==> src/rtl/demod_pkg.sv <==
// Shared types and default constants for the 4-level demodulator frame controller.
package demod_pkg;

    typedef enum logic [1:0] {
        ST_IDLE,
        ST_HUNT,
        ST_PAYLOAD,
        ST_DONE
    } state_t;

    typedef logic [1:0] sym_t;
    typedef logic [7:0] byte_t;

    localparam int          DEF_SYMBOL_DIV = 128;
    localparam logic [15:0] DEF_SYNC_WORD  = 16'hB4E1;

endpackage

==> src/rtl/demod_frame_ctrl_symbol_timer.sv <==
// Symbol phase counter: symbol strobe, two mid-symbol sample pulses and the
// capture enable that marks phase 0 following a strobe. All outputs registered.
module symbol_timer
    import demod_pkg::*;
#(
    parameter int SYMBOL_DIV = DEF_SYMBOL_DIV
) (
    input  logic clk,
    input  logic reset,
    input  logic enable,
    output logic sym_strobe,
    output logic sample_a,
    output logic sample_b,
    output logic cap_en
);

    localparam int PW = $clog2(SYMBOL_DIV);
    typedef logic [PW-1:0] phase_t;

    localparam phase_t PH_LAST = phase_t'(SYMBOL_DIV - 1);
    localparam phase_t PH_A    = phase_t'(SYMBOL_DIV / 8);
    localparam phase_t PH_B    = phase_t'((3 * SYMBOL_DIV) / 8);

    phase_t phase;
    phase_t phase_next;

    // SYMBOL_DIV is a power of two, so the counter wraps on its own.
    always_comb begin
        phase_next = enable ? phase + phase_t'(1) : '0;
    end

    // Pulses are decoded from phase_next so each one lines up with the
    // registered phase value it names.
    always_ff @(posedge clk or negedge reset) begin
        if (!reset) begin
            phase      <= '0;
            sym_strobe <= 1'b0;
            sample_a   <= 1'b0;
            sample_b   <= 1'b0;
            cap_en     <= 1'b0;
        end else begin
            phase      <= phase_next;
            sym_strobe <= (phase_next == PH_LAST);
            sample_a   <= (phase_next == PH_A);
            sample_b   <= (phase_next == PH_B);
            cap_en     <= enable && (phase == PH_LAST);
        end
    end

endmodule

==> src/rtl/demod_frame_ctrl.sv <==
// Frame controller: sync hunt, payload byte packing and single-entry byte stream.
// DEMOD_CTRL_TIMEOUT_EN adds the identical-symbol run abort (frame_abort).
module demod_frame_ctrl
    import demod_pkg::*;
#(
    parameter int          SYMBOL_DIV    = DEF_SYMBOL_DIV,
    parameter logic [15:0] SYNC_WORD     = DEF_SYNC_WORD,
    parameter int          PAYLOAD_BYTES = 16
`ifdef DEMOD_CTRL_TIMEOUT_EN
    ,
    parameter int          TIMEOUT_SYMS  = 32
`endif
) (
    input  logic       clk,
    input  logic       reset,
    input  logic       enable,
    input  logic [1:0] sym_in,
    output logic       sym_strobe,
    output logic       sample_a,
    output logic       sample_b,
    output logic [7:0] byte_data,
    output logic       byte_valid,
    input  logic       byte_ready,
    output logic       frame_start,
    output logic       frame_done,
    output logic       frame_abort,
    output logic       overflow
);

    // state      | meaning
    // ST_IDLE    | disabled; frame counters cleared
    // ST_HUNT    | shifting symbols, looking for the 8-symbol sync word
    // ST_PAYLOAD | packing 4 symbols per byte into the output register
    // ST_DONE    | one-cycle frame_done pulse, then back to hunting

    localparam byte_t PAYLOAD_LAST = byte_t'(PAYLOAD_BYTES - 1);

    state_t      state;
    logic [15:0] sr;
    logic [3:0]  hunt_cnt;
    logic [5:0]  pack;
    logic [1:0]  sym_idx;
    byte_t       byte_cnt;
    logic        cap_en;
    logic        abort_hit;

    logic [15:0] sr_next;
    byte_t       byte_next;

    assign sr_next   = {sr[13:0], sym_in};
    assign byte_next = {pack, sym_in};

    symbol_timer #(
        .SYMBOL_DIV(SYMBOL_DIV)
    ) u_timer (
        .clk       (clk),
        .reset     (reset),
        .enable    (enable),
        .sym_strobe(sym_strobe),
        .sample_a  (sample_a),
        .sample_b  (sample_b),
        .cap_en    (cap_en)
    );

`ifdef DEMOD_CTRL_TIMEOUT_EN
    localparam int RUN_W = $clog2(TIMEOUT_SYMS + 1);
    localparam logic [RUN_W-1:0] RUN_LIMIT = RUN_W'(TIMEOUT_SYMS);

    logic [RUN_W-1:0] run_cnt;
    logic [RUN_W-1:0] run_next;
    sym_t             last_sym;

    // run_cnt==0 means no payload symbol seen yet, so the first one starts a run of 1.
    always_comb begin
        run_next  = ((run_cnt != '0) && (sym_in == last_sym)) ? run_cnt + RUN_W'(1) : RUN_W'(1);
        abort_hit = cap_en && (state == ST_PAYLOAD) && (run_next == RUN_LIMIT);
    end

    always_ff @(posedge clk or negedge reset) begin
        if (!reset) begin
            run_cnt     <= '0;
            last_sym    <= '0;
            frame_abort <= 1'b0;
        end else begin
            frame_abort <= abort_hit;
            if (state != ST_PAYLOAD) begin
                run_cnt <= '0;
            end else if (cap_en) begin
                run_cnt  <= run_next;
                last_sym <= sym_in;
            end
        end
    end
`else
    assign abort_hit   = 1'b0;
    assign frame_abort = 1'b0;
`endif

    always_ff @(posedge clk or negedge reset) begin
        if (!reset) begin
            state       <= ST_IDLE;
            sr          <= '0;
            hunt_cnt    <= '0;
            pack        <= '0;
            sym_idx     <= '0;
            byte_cnt    <= '0;
            byte_data   <= '0;
            byte_valid  <= 1'b0;
            overflow    <= 1'b0;
            frame_start <= 1'b0;
            frame_done  <= 1'b0;
        end else begin
            frame_start <= 1'b0;
            frame_done  <= 1'b0;
            // Handshake runs in every state; a load below overrides the clear.
            if (byte_valid && byte_ready) begin
                byte_valid <= 1'b0;
            end

            if (!enable) begin
                state    <= ST_IDLE;
                sr       <= '0;
                hunt_cnt <= '0;
                pack     <= '0;
                sym_idx  <= '0;
                byte_cnt <= '0;
            end else begin
                case (state)
                    ST_IDLE: begin
                        state    <= ST_HUNT;
                        sr       <= '0;
                        hunt_cnt <= '0;
                    end
                    ST_HUNT: begin
                        if (cap_en) begin
                            sr <= sr_next;
                            if (hunt_cnt != 4'd8) begin
                                hunt_cnt <= hunt_cnt + 4'd1;
                            end
                            if ((sr_next == SYNC_WORD) && (hunt_cnt >= 4'd7)) begin
                                state       <= ST_PAYLOAD;
                                frame_start <= 1'b1;
                                pack        <= '0;
                                sym_idx     <= '0;
                                byte_cnt    <= '0;
                            end
                        end
                    end
                    ST_PAYLOAD: begin
                        if (cap_en) begin
                            if (abort_hit) begin
                                state    <= ST_HUNT;
                                sr       <= '0;
                                hunt_cnt <= '0;
                                pack     <= '0;
                                sym_idx  <= '0;
                                byte_cnt <= '0;
                            end else begin
                                pack    <= byte_next[5:0];
                                sym_idx <= sym_idx + 2'd1;
                                if (sym_idx == 2'd3) begin
                                    if (!byte_valid || byte_ready) begin
                                        byte_data  <= byte_next;
                                        byte_valid <= 1'b1;
                                    end else begin
                                        overflow <= 1'b1;
                                    end
                                    byte_cnt <= byte_cnt + 8'd1;
                                    if (byte_cnt == PAYLOAD_LAST) begin
                                        state <= ST_DONE;
                                    end
                                end
                            end
                        end
                    end
                    ST_DONE: begin
                        frame_done <= 1'b1;
                        state      <= ST_HUNT;
                        sr         <= '0;
                        hunt_cnt   <= '0;
                    end
                    default: state <= ST_IDLE;
                endcase
            end
        end
    end

endmodule

==> config.mk <==
export PLATFORM = sky130hd
export DESIGN_NAME = demod_frame_ctrl
export DESIGN_NICKNAME = d
export VERILOG_FILES = /design/src/rtl/demod_pkg.sv /design/src/rtl/demod_frame_ctrl_symbol_timer.sv /design/src/rtl/demod_frame_ctrl.sv
export SDC_FILE = /design/constraint.sdc
export NUM_CORES = 1
export LEC_CHECK = 0
export ABC_AREA = 1
export BUFFER_PORTS_ARGS = -buffer_cell sky130_fd_sc_hd__buf_2
export CAP_MARGIN = 40
export CORE_AREA = 2 2 73 75
export DETAILED_ROUTE_END_ITERATION = 6
export DIE_AREA = 0 0 75 77
export PLACE_DENSITY = 0.9
export SLEW_MARGIN = 20
export SYNTH_ARGS = -nofsm -noshare
export SYNTH_HDL_FRONTEND = slang
export SYNTH_SLANG_ARGS = --single-unit
==> constraint.sdc <==
create_clock -name clk -period 3.8 [get_ports clk]
set_clock_uncertainty 0.1 [all_clocks]
set_input_delay 0.57 -clock clk [delete_from_list [all_inputs] [get_ports clk]]
set_output_delay 0.57 -clock clk [all_outputs]
set_load 0.01 [all_outputs]
Yosys cells after proc, flatten, opt, wreduce, memory -nomap -nowiden
Cells that the tools add are included.
{"block": "op_classes", "bitwise_logic": 1, "n_eq_ne": 19, "n_mux": 43, "n_reduce_logical": 14, "n_addsub": 4, "magnitude_cmp": 1}
{"cell": "8-bit two-way mux", "count": 5}
{"cell": "14-bit two-way mux", "count": 2}
{"cell": "14-bit case mux with 2 select lines", "count": 1}
{"cell": "6-bit two-way mux", "count": 4}
{"cell": "2-bit two-way mux", "count": 10}
{"cell": "5-bit AND reduction", "count": 4}
{"cell": "16-bit equality test, second input constant", "count": 1}
{"cell": "8-bit case mux with 2 select lines", "count": 1}
{"cell": "7-bit equality test, second input constant", "count": 2}
{"cell": "1-bit two-way mux", "count": 12}
{"cell": "4-bit two-way mux", "count": 3}
{"cell": "3-bit != test, second input constant", "count": 4}
{"cell": "6-bit case mux with 2 select lines", "count": 1}
{"cell": "8-bit by 1-bit adder with 8-bit output, second input constant", "count": 1}
{"cell": "8-bit by 4-bit equality test with 1-bit output, second input constant", "count": 1}
{"cell": "4-bit case mux with 2 select lines", "count": 1}
{"cell": "7-bit by 1-bit adder with 7-bit output, second input constant", "count": 1}
{"cell": "7-bit by 5-bit equality test with 1-bit output, second input constant", "count": 1}
{"cell": "7-bit by 6-bit equality test with 1-bit output, second input constant", "count": 1}
{"cell": "7-bit two-way mux", "count": 1}
{"cell": "2-bit equality test, second input constant", "count": 3}
{"cell": "3-bit by 2-bit != test with 1-bit output, second input constant", "count": 2}
{"cell": "2-bit case mux with 3 select lines", "count": 1}
{"cell": "4-bit by 1-bit adder with 4-bit output, second input constant", "count": 1}
{"cell": "other kinds (16)", "count": 18}
{"block": "totals", "out_inout_bits": 16, "ff_bits": 59, "in_bits": 6, "wordCells": 98}

Depth between registers and ports, before layout
Gate-level depths: netlist (run 1).
{"block": "depth", "word_depth": 7, "ltp_mapped": 10, "depth_no_buf": 9}

Modules after synthesis
From an unflattened synthesis (run 1), not the netlist that was laid out.
{"block": "hier_totals", "cells_unflattened": 353, "area_unflattened_um2": 3022.9}
{"module": "demod_frame_ctrl", "instances": 1, "area_per_inst_um2": 2451.1, "seq_area_each_um2": 1201.2, "cells_each": 283}
{"module": "symbol_timer", "instances": 1, "area_per_inst_um2": 571.8, "seq_area_each_um2": 275.3, "cells_each": 70}

Worst setup path before layout (run 1)
OpenSTA, ideal clock, no wires.
{"block": "synth_timing", "path_kind": "input to register", "startpoint": "input enable", "endpoint": "register byte_cnt[5]", "path_buffers": 1, "path_stages": 9, "setup_ns": 0.117, "arrival_ns": 1.380, "path_slack_ns": 2.203, "required_ns": 3.583, "path_cell_list": "buf_6 inv_2 nor2_1 nand2_1 o21ai_1 nor2_4 nand2_4 nand2_1 nand2_1"}
{"block": "synth_between", "elab_chain_len": 2, "elab_cells_between_ends": 7, "classes_between": "eq/ne (5); mux (1); reduce/logical (1)"}
{"item": "start: declaration", "line": "demod_frame_ctrl.sv:16", "source": "input logic enable,"}
{"item": "3-bit by 1-bit != test with 1-bit output (no line), or another cell as far along"}
{"item": "5-bit AND reduction (no line)"}
{"item": "end signal: assignment", "line": "demod_frame_ctrl.sv:168", "source": "byte_cnt <= byte_cnt + 8'd1;"}
{"item": "end: declaration", "line": "demod_frame_ctrl.sv:43", "source": "byte_t byte_cnt;"}
Parallel ways exist; a longest one is shown, timed or not.
A chain may end at the register's enable or synchronous reset.

Worst setup path in the final report (run 1)
{"block": "layout_timing", "startpoint": "register state[0]", "endpoint": "register byte_cnt[3]"}
{"block": "layout_between", "elab_chain_len": 3, "elab_cells_between_ends": 10, "classes_between": "eq/ne (7); mux (2); reduce/logical (1)"}
{"item": "start: declaration", "line": "demod_frame_ctrl.sv:38", "source": "state_t state;"}
{"item": "start signal: assignment", "line": "demod_frame_ctrl.sv:101", "source": "state <= ST_IDLE;"}
{"item": "start signal: assignment", "line": "demod_frame_ctrl.sv:121", "source": "state <= ST_IDLE;"}
{"item": "start signal: assignment", "line": "demod_frame_ctrl.sv:130", "source": "state <= ST_HUNT;"}
{"item": "2-bit equality test or 2-bit by 1-bit equality test with 1-bit output (tied branches)", "line": "demod_frame_ctrl.sv:128", "source": "case (state)"}
{"item": "3-bit by 1-bit != test with 1-bit output (no line), or another cell as far along"}
{"item": "5-bit AND reduction (no line) or 8-bit two-way mux (tied branches)"}
Parallel ways exist; a longest one is shown, timed or not.

==> results.json, run 1 <==
{
  "cts_tree": "built",
  "synthFlopType": "dfrtp_1",
  "portBuffers": 20,
  "yosysTopAreaCell": "dfrtp_1",
  "drtIter0Drc": 288,
  "start_util_pct": 58.7,
  "start_kind": "flop",
  "period_minus_slack_ns": 1.96,
  "cts_sinks": 59,
  "path_class": "reg2reg",
  "dieArea_um2": 5780,
  "fmax_mhz": 511,
  "grt_max_degree": 31,
  "power.density_nw_per_um2": 513,
  "n_fill_cell": 399,
  "clock_latency_ns": 0.35,
  "postCtsHoldBufs": 0,
  "viasPerCell": 5.24,
  "ios": 22,
  "ys_seq_area_share_pct": 50.5,
  "syn_nets": 371,
  "max_slew_margin_pct": 62.6,
  "maxCapViolCount": 0,
  "clockPowerShare_pct": 39.1,
  "final_util_pct": 66.9,
  "syn_inst": 357,
  "synth_area_um2": 2920,
  "routed_wl_um": 5790,
  "post_cts_buffers": 0,
  "ys_seq_elements": 59,
  "critPathRequiredTime_ns": 3.94,
  "yosysWarnings": 0,
  "postSynth.asyncResetShare_pct": 100,
  "setup_viol": 0,
  "dr.pass1.iters": 4,
  "power_mw": 1.71,
  "synth.most_common_cell": "nand2_1",
  "seqPwrFrac_pct": 41.0,
  "dp_hpwl_um": 3940,
  "layout.nets": 396,
  "synthTopCellsByArea": "dfrtp_1 (50%), nand2_1 (11%), nand3_1 (7.7%)",
  "remaining_drc_errors": 0,
  "cp.arrival_ns": 2.09,
  "drv_slew": 0,
  "synth_edf_count": 0,
  "die_y_um": 77,
  "synth_top_area_share_pct": 50.5,
  "routed-via-count": 2393,
  "synthDistinctLibCells": 33,
  "cts_root_buf": "clkbuf_8",
  "clk_pin_slew_worst_paths_ns": 0.07,
  "cts_buffer_depth": 2,
  "grt_pass1_wl_um": 10200,
  "place_congestion": 0.790,
  "worstSetupEndpointType": "flop",
  "n_antenna_cell": 0,
  "cp_max_fo": 18,
  "rr_worst_depth": 9,
  "ant_nets": 0,
  "cts-resized-gates": 0,
  "worstMarginPinSlew_ns": 0.561,
  "syn_to_final_growth_pct": 13.8,
  "htreeDepth": 3,
  "die_w_um": 75,
  "hold_viol": 0,
  "ir_drop_mv": 0.326,
  "antenna_found_initial": 0,
  "drive_above_1_share_pct": 13.7,
  "internal_power_mw": 1.17,
  "p_comb_share_pct": 19.9,
  "grtUsageTotal_pct": 23.4,
  "setup_tns_ns": 0,
  "wl_per_cell_um": 12.7,
  "status": "complete, no violations",
  "cts_made_buffers": 9,
  "switchingPower_mw": 0.540,
  "row_count": 26,
  "whs_ns": 0.0541,
  "synthTopCellsByCount": "nand2_1 (85), dfrtp_1 (59), nand3_1 (45)",
  "grt_pass1_vias": 2356,
  "rsz0062_at_grt": "false",
  "finalCritPeriodShare_pct": 51.5,
  "grt_overflow": 0,
  "coreArea_um2": 4980,
  "netSwitchingFraction_pct": 31.7,
  "syn_area_per_cell_um2": 8.19,
  "leakage_nw": 1.71,
  "holdCritPathClass": "in2async"
}
state kept, by name, summed over array words and instances, names as in the netlist, 2 cells and up:
signal         flops
byte_data          8
byte_cnt           8
hunt_cnt           4
u_timer.phase      7
state              2
sym_idx            2
sr                14
pack               6
path summary, 6_finish.rpt:
kind,from,end,slack (ns)
setup reg to reg,state[0],byte_cnt[3],1.84
min in group clk,byte_ready,byte_valid,0.35
max in group asynchronous,reset,byte_cnt[4],2.82
setup / recovery,state[0],byte_cnt[3],1.84
hold reg to reg,overflow,overflow,0.35
hold / removal,reset,hunt_cnt[3],0.05
metrics by stage:
step | instances | cell area, um^2 | setup WS, ns
global route | 457 | 3330 | 1.68
detailed placement | 441 | 3090 | 1.74
global placement | 440 | 3070 | 1.80
finish | 457 | 3330 | 1.84
CTS | 457 | 3330 | 1.87
floorplan | 357 | 2920 | 2.20
placed cells by master (no fill, tap or decap), types with 3 or more instances in the layout:
cell type and count:
inv_2 3, o21ai_1 17, clkbuf_8 11, inv_1 44, o21ai_0 4, nor2_1 42
nand2_4 3, ha_1 8, o21ai_2 3, o31ai_1 6, buf_2 20, dfrtp_1 59
a21oi_1 7, nand2_1 85, nand3_1 45
power by group through the flow:
stage	Combinational (mW)	Sequential [mW]	Clock, mW
finish	0.340	0.699	0.668
global route	0.385	0.704	0.710
CTS	0.337	0.698	0.677
detailed placement	0.334	0.709	0
global placement	0.320	0.707	0
floorplan	0.267	0.701	0
metal layers:
layer	part of all wire [%]	wire, um	track usage [%]	vias to the layer above
met2	50	2920	37.2	50
met1	43	2510	28.9	1145
met4	1.8	104	8.39	0
li1	-	-	-	1187
met3	4.5	259	8.80	11
met5	0	0	0	-
cell families (layout without fill, tap and decap cells):
| group | after synthesis | after routing | share of synthesized area, % |
|---|---|---|---|
| simple gates | 187 | 187 | 27.9 |
| flops | 59 | 59 | 50.5 |
| buf+inv | 56 | 86 | 7.92 |
| compound gates | 41 | 41 | 8.52 |
| fa+ha+maj | 8 | 8 | 3.42 |
| xor+xnor | 3 | 3 | 0.899 |
| mux | 2 | 2 | 0.770 |
| other cells | 1 | 1 | 0.128 |
critical path, cell delays in order (launching register included):
cell	delay [ns]
dfrtp_1	0.40
inv_1	0.06
ha_1	0.27
nand2_4	0.22
or2_1	0.17
o21ai_2	0.08
nor2_4	0.25
nand2_4	0.13
nand2_1	0.11
nand2_1	0.06
area by class of cell:
cell class | count | area (um^2) | share of cell area (%)
clock buffers | 11 | 151 | 4.55
clock inverters | 5 | 85.1 | 2.56
inverters | 47 | 176 | 5.30
multi-input cells | 242 | 1220 | 36.5
flip-flops and latches | 59 | 1480 | 44.4
well taps | 70 | 87.6 | 2.63
repair buffers | 23 | 135 | 4.06
(Power assumes the default switching activity.)
==> inputs of run 2 (changes only) <==
Settings changed: ABC_AREA 1 to 0, CORE_AREA 2 2 73 75 to 2 2 72 74, DIE_AREA 0 0 75 77 to 0 0 74 76, PLACE_DENSITY 0.9 to 0.88.
Clock period 3.8 ns to 1.92 ns, I/O delays scaled along.
==> results.json, run 2 <==
{
  "status": "complete, no violations",
  "cts_made_buffers": 9,
  "drv_slew": 0,
  "synthFlopType": "dfrtp_1",
  "startpoint": "sr[2]",
  "layout.nets": 316,
  "synth_area_um2": 2740,
  "syn_to_final_growth_pct": 22.1,
  "remaining_drc_errors": 0,
  "syn_inst": 264,
  "coreArea_um2": 4910,
  "viasPerCell": 5.71,
  "grt_pass1_vias": 2054,
  "dpl_cell_area_um2": 3000,
  "largest_reg_flops": 14,
  "ios": 22,
  "fmax_mhz": 536,
  "grt_max_degree": 60,
  "finalCritPeriodShare_pct": 97.2,
  "ant_nets": 0,
  "hold_start": "sym_in[0]",
  "ir_drop_mv": 0.555,
  "rr_startpoint": "sr[2]",
  "row_count": 26,
  "whs_ns": 0.119,
  "cts_root_buf": "clkbuf_8",
  "die_w_um": 74,
  "largest-register": "sr",
  "synthTopCellsByCount": "dfrtp_1 (59), nand2_1 (45), nand3_1 (21)",
  "start_util_pct": 55.8,
  "grt_pass1_wl_um": 9200,
  "slowest_delay_ns": 0.40,
  "leakage_nw": 1.67,
  "wl_per_cell_um": 14.8,
  "n_antenna_cell": 0,
  "yosysWarnings": 0,
  "drive_above_1_share_pct": 25.1,
  "routed_wl_um": 5580,
  "yosysTopAreaCell": "dfrtp_1",
  "synth_edf_count": 0,
  "rsz0062_at_grt": "true",
  "antenna_found_initial": 0,
  "clock_latency_ns": 0.34,
  "htreeDepth": 3,
  "maxCapViolCount": 0,
  "grt_overflow": 0,
  "place_inst": 358,
  "dr.pass1.iters": 4,
  "portBuffers": 20,
  "path_class": "reg2reg",
  "start_kind": "flop",
  "hold_viol": 0,
  "clk_pin_slew_worst_paths_ns": 0.07,
  "reg.largest.list": "sr x14, byte_cnt x8, byte_data x8",
  "final_util_pct": 68.2,
  "die_y_um": 76,
  "syn_area_per_cell_um2": 10.4,
  "syn_nets": 278,
  "cp_max_fo": 6,
  "dp_slack_ns": -0.00830,
  "synth.most_common_cell": "dfrtp_1",
  "dp_hpwl_um": 3800,
  "crit_path_cell_trace": "nor4b_2 > nand4_2 > o31a_1 > buf_6 > a31oi_1 > o41ai_2",
  "power.density_nw_per_um2": 1020,
  "critPathRequiredTime_ns": 2.03,
  "final_cell_area_um2": 3350,
  "crit_slowest_cell": "dfrtp_1",
  "synthDistinctLibCells": 50,
  "period_minus_slack_ns": 1.87,
  "setup_viol": 0,
  "postSynth.asyncResetShare_pct": 100,
  "synth_top_area_share_pct": 53.9,
  "cp.arrival_ns": 1.98,
  "power_mw": 3.40,
  "setup_tns_ns": 0,
  "final_common_cell": "dfrtp_1",
  "cts_buffer_depth": 2,
  "cts_tree": "built",
  "routed-via-count": 2154,
  "drtIter0Drc": 147,
  "dieArea_um2": 5620,
  "ys_seq_area_share_pct": 53.9,
  "final_cell_mix": "dfrtp_1 (59), nand2_1 (45), nand3_1 (21)",
  "ys_seq_elements": 59,
  "cts_sinks": 59,
  "worstSetupEndpointType": "flop",
  "worst_slack_ns": 0.0533,
  "place_congestion": 0.890,
  "finalNonFillerCells": 377,
  "holdCritPathClass": "in2reg",
  "grtUsageTotal_pct": 21.3,
  "synthTopCellsByArea": "dfrtp_1 (54%), nand2_1 (6.2%), nand3_1 (3.8%)"
}
run 2: changes by cell type after synthesis, sizes merged, moves of 9 or more:
cell and change:
o21ai -16, nor2 -34, nand3 -24, nand2 -45
clkbuf +9, inv -35
run 2: final cells by class:
type / instances / area [um^2]
fill: 345 / 1560
sequential: 59 / 1480
clock buffer: 12 / 155
tap: 70 / 87.6
inverter: 12 / 45.0
clock inverter: 4 / 120
timing repair buffer: 39 / 262
multi-input combinational: 181 / 1200
run 2: timing repair:
action | 4_1_cts | 5_1_grt
hold buffers | 1 | 0
resized for setup | 0 | 11
buffers inserted | 0 | 2
hold endpoints to repair | 59 | 0
endpoints found under the setup margin | 0 | 25
run 2: logic make-up (layout without fill, tap and decap cells):
kind of cell	after synthesis	in the layout	share of synthesized area, %
other cells	1	1	0.137
flops	59	59	53.9
xor+xnor	4	4	1.28
compound gates	45	45	11.5
buf+inv	24	67	3.74
simple gates	109	109	20.2
fa+ha+maj	8	8	3.65
mux	14	14	5.71
run 2: worst paths after layout:
kind                                          to  slack [ns]  cells past startpoint
min in group asynchronous       u_timer.phase[6]        0.38                      3
worst min-delay path                       sr[0]        0.12                      3
worst min register to register            sr[13]        0.37                      2
max in group asynchronous                  sr[8]        1.08                      3
worst max register to register       byte_cnt[5]        0.05                      6
worst max-delay path                 byte_cnt[5]        0.05                      6
run 2: layer usage:
metal / track usage, % / routed length (um)
met4: 7.82 / 125
met1: 27.5 / 2380
met5: 0 / 0
met2: 33.8 / 2820
met3: 6.35 / 254
run 2: report_power, final:
part           total, mW  internal [mW]  leakage [nW]  switching, mW
sequential          1.35           1.30         0.817         0.0548
clock               1.54           1.07         0.137          0.472
combinational      0.511          0.207         0.712          0.304
total               3.40           2.57          1.67          0.830
run 2: worst max-delay path, delay by kind of cell, from the launching register on:
kind / cells / cell delay [ns]
buffers and inverters: 1 / 0.14
AND/OR/NAND/NOR: 2 / 0.48
AO/OA/AOI/OAI: 3 / 0.61
flip-flops: 1 / 0.40
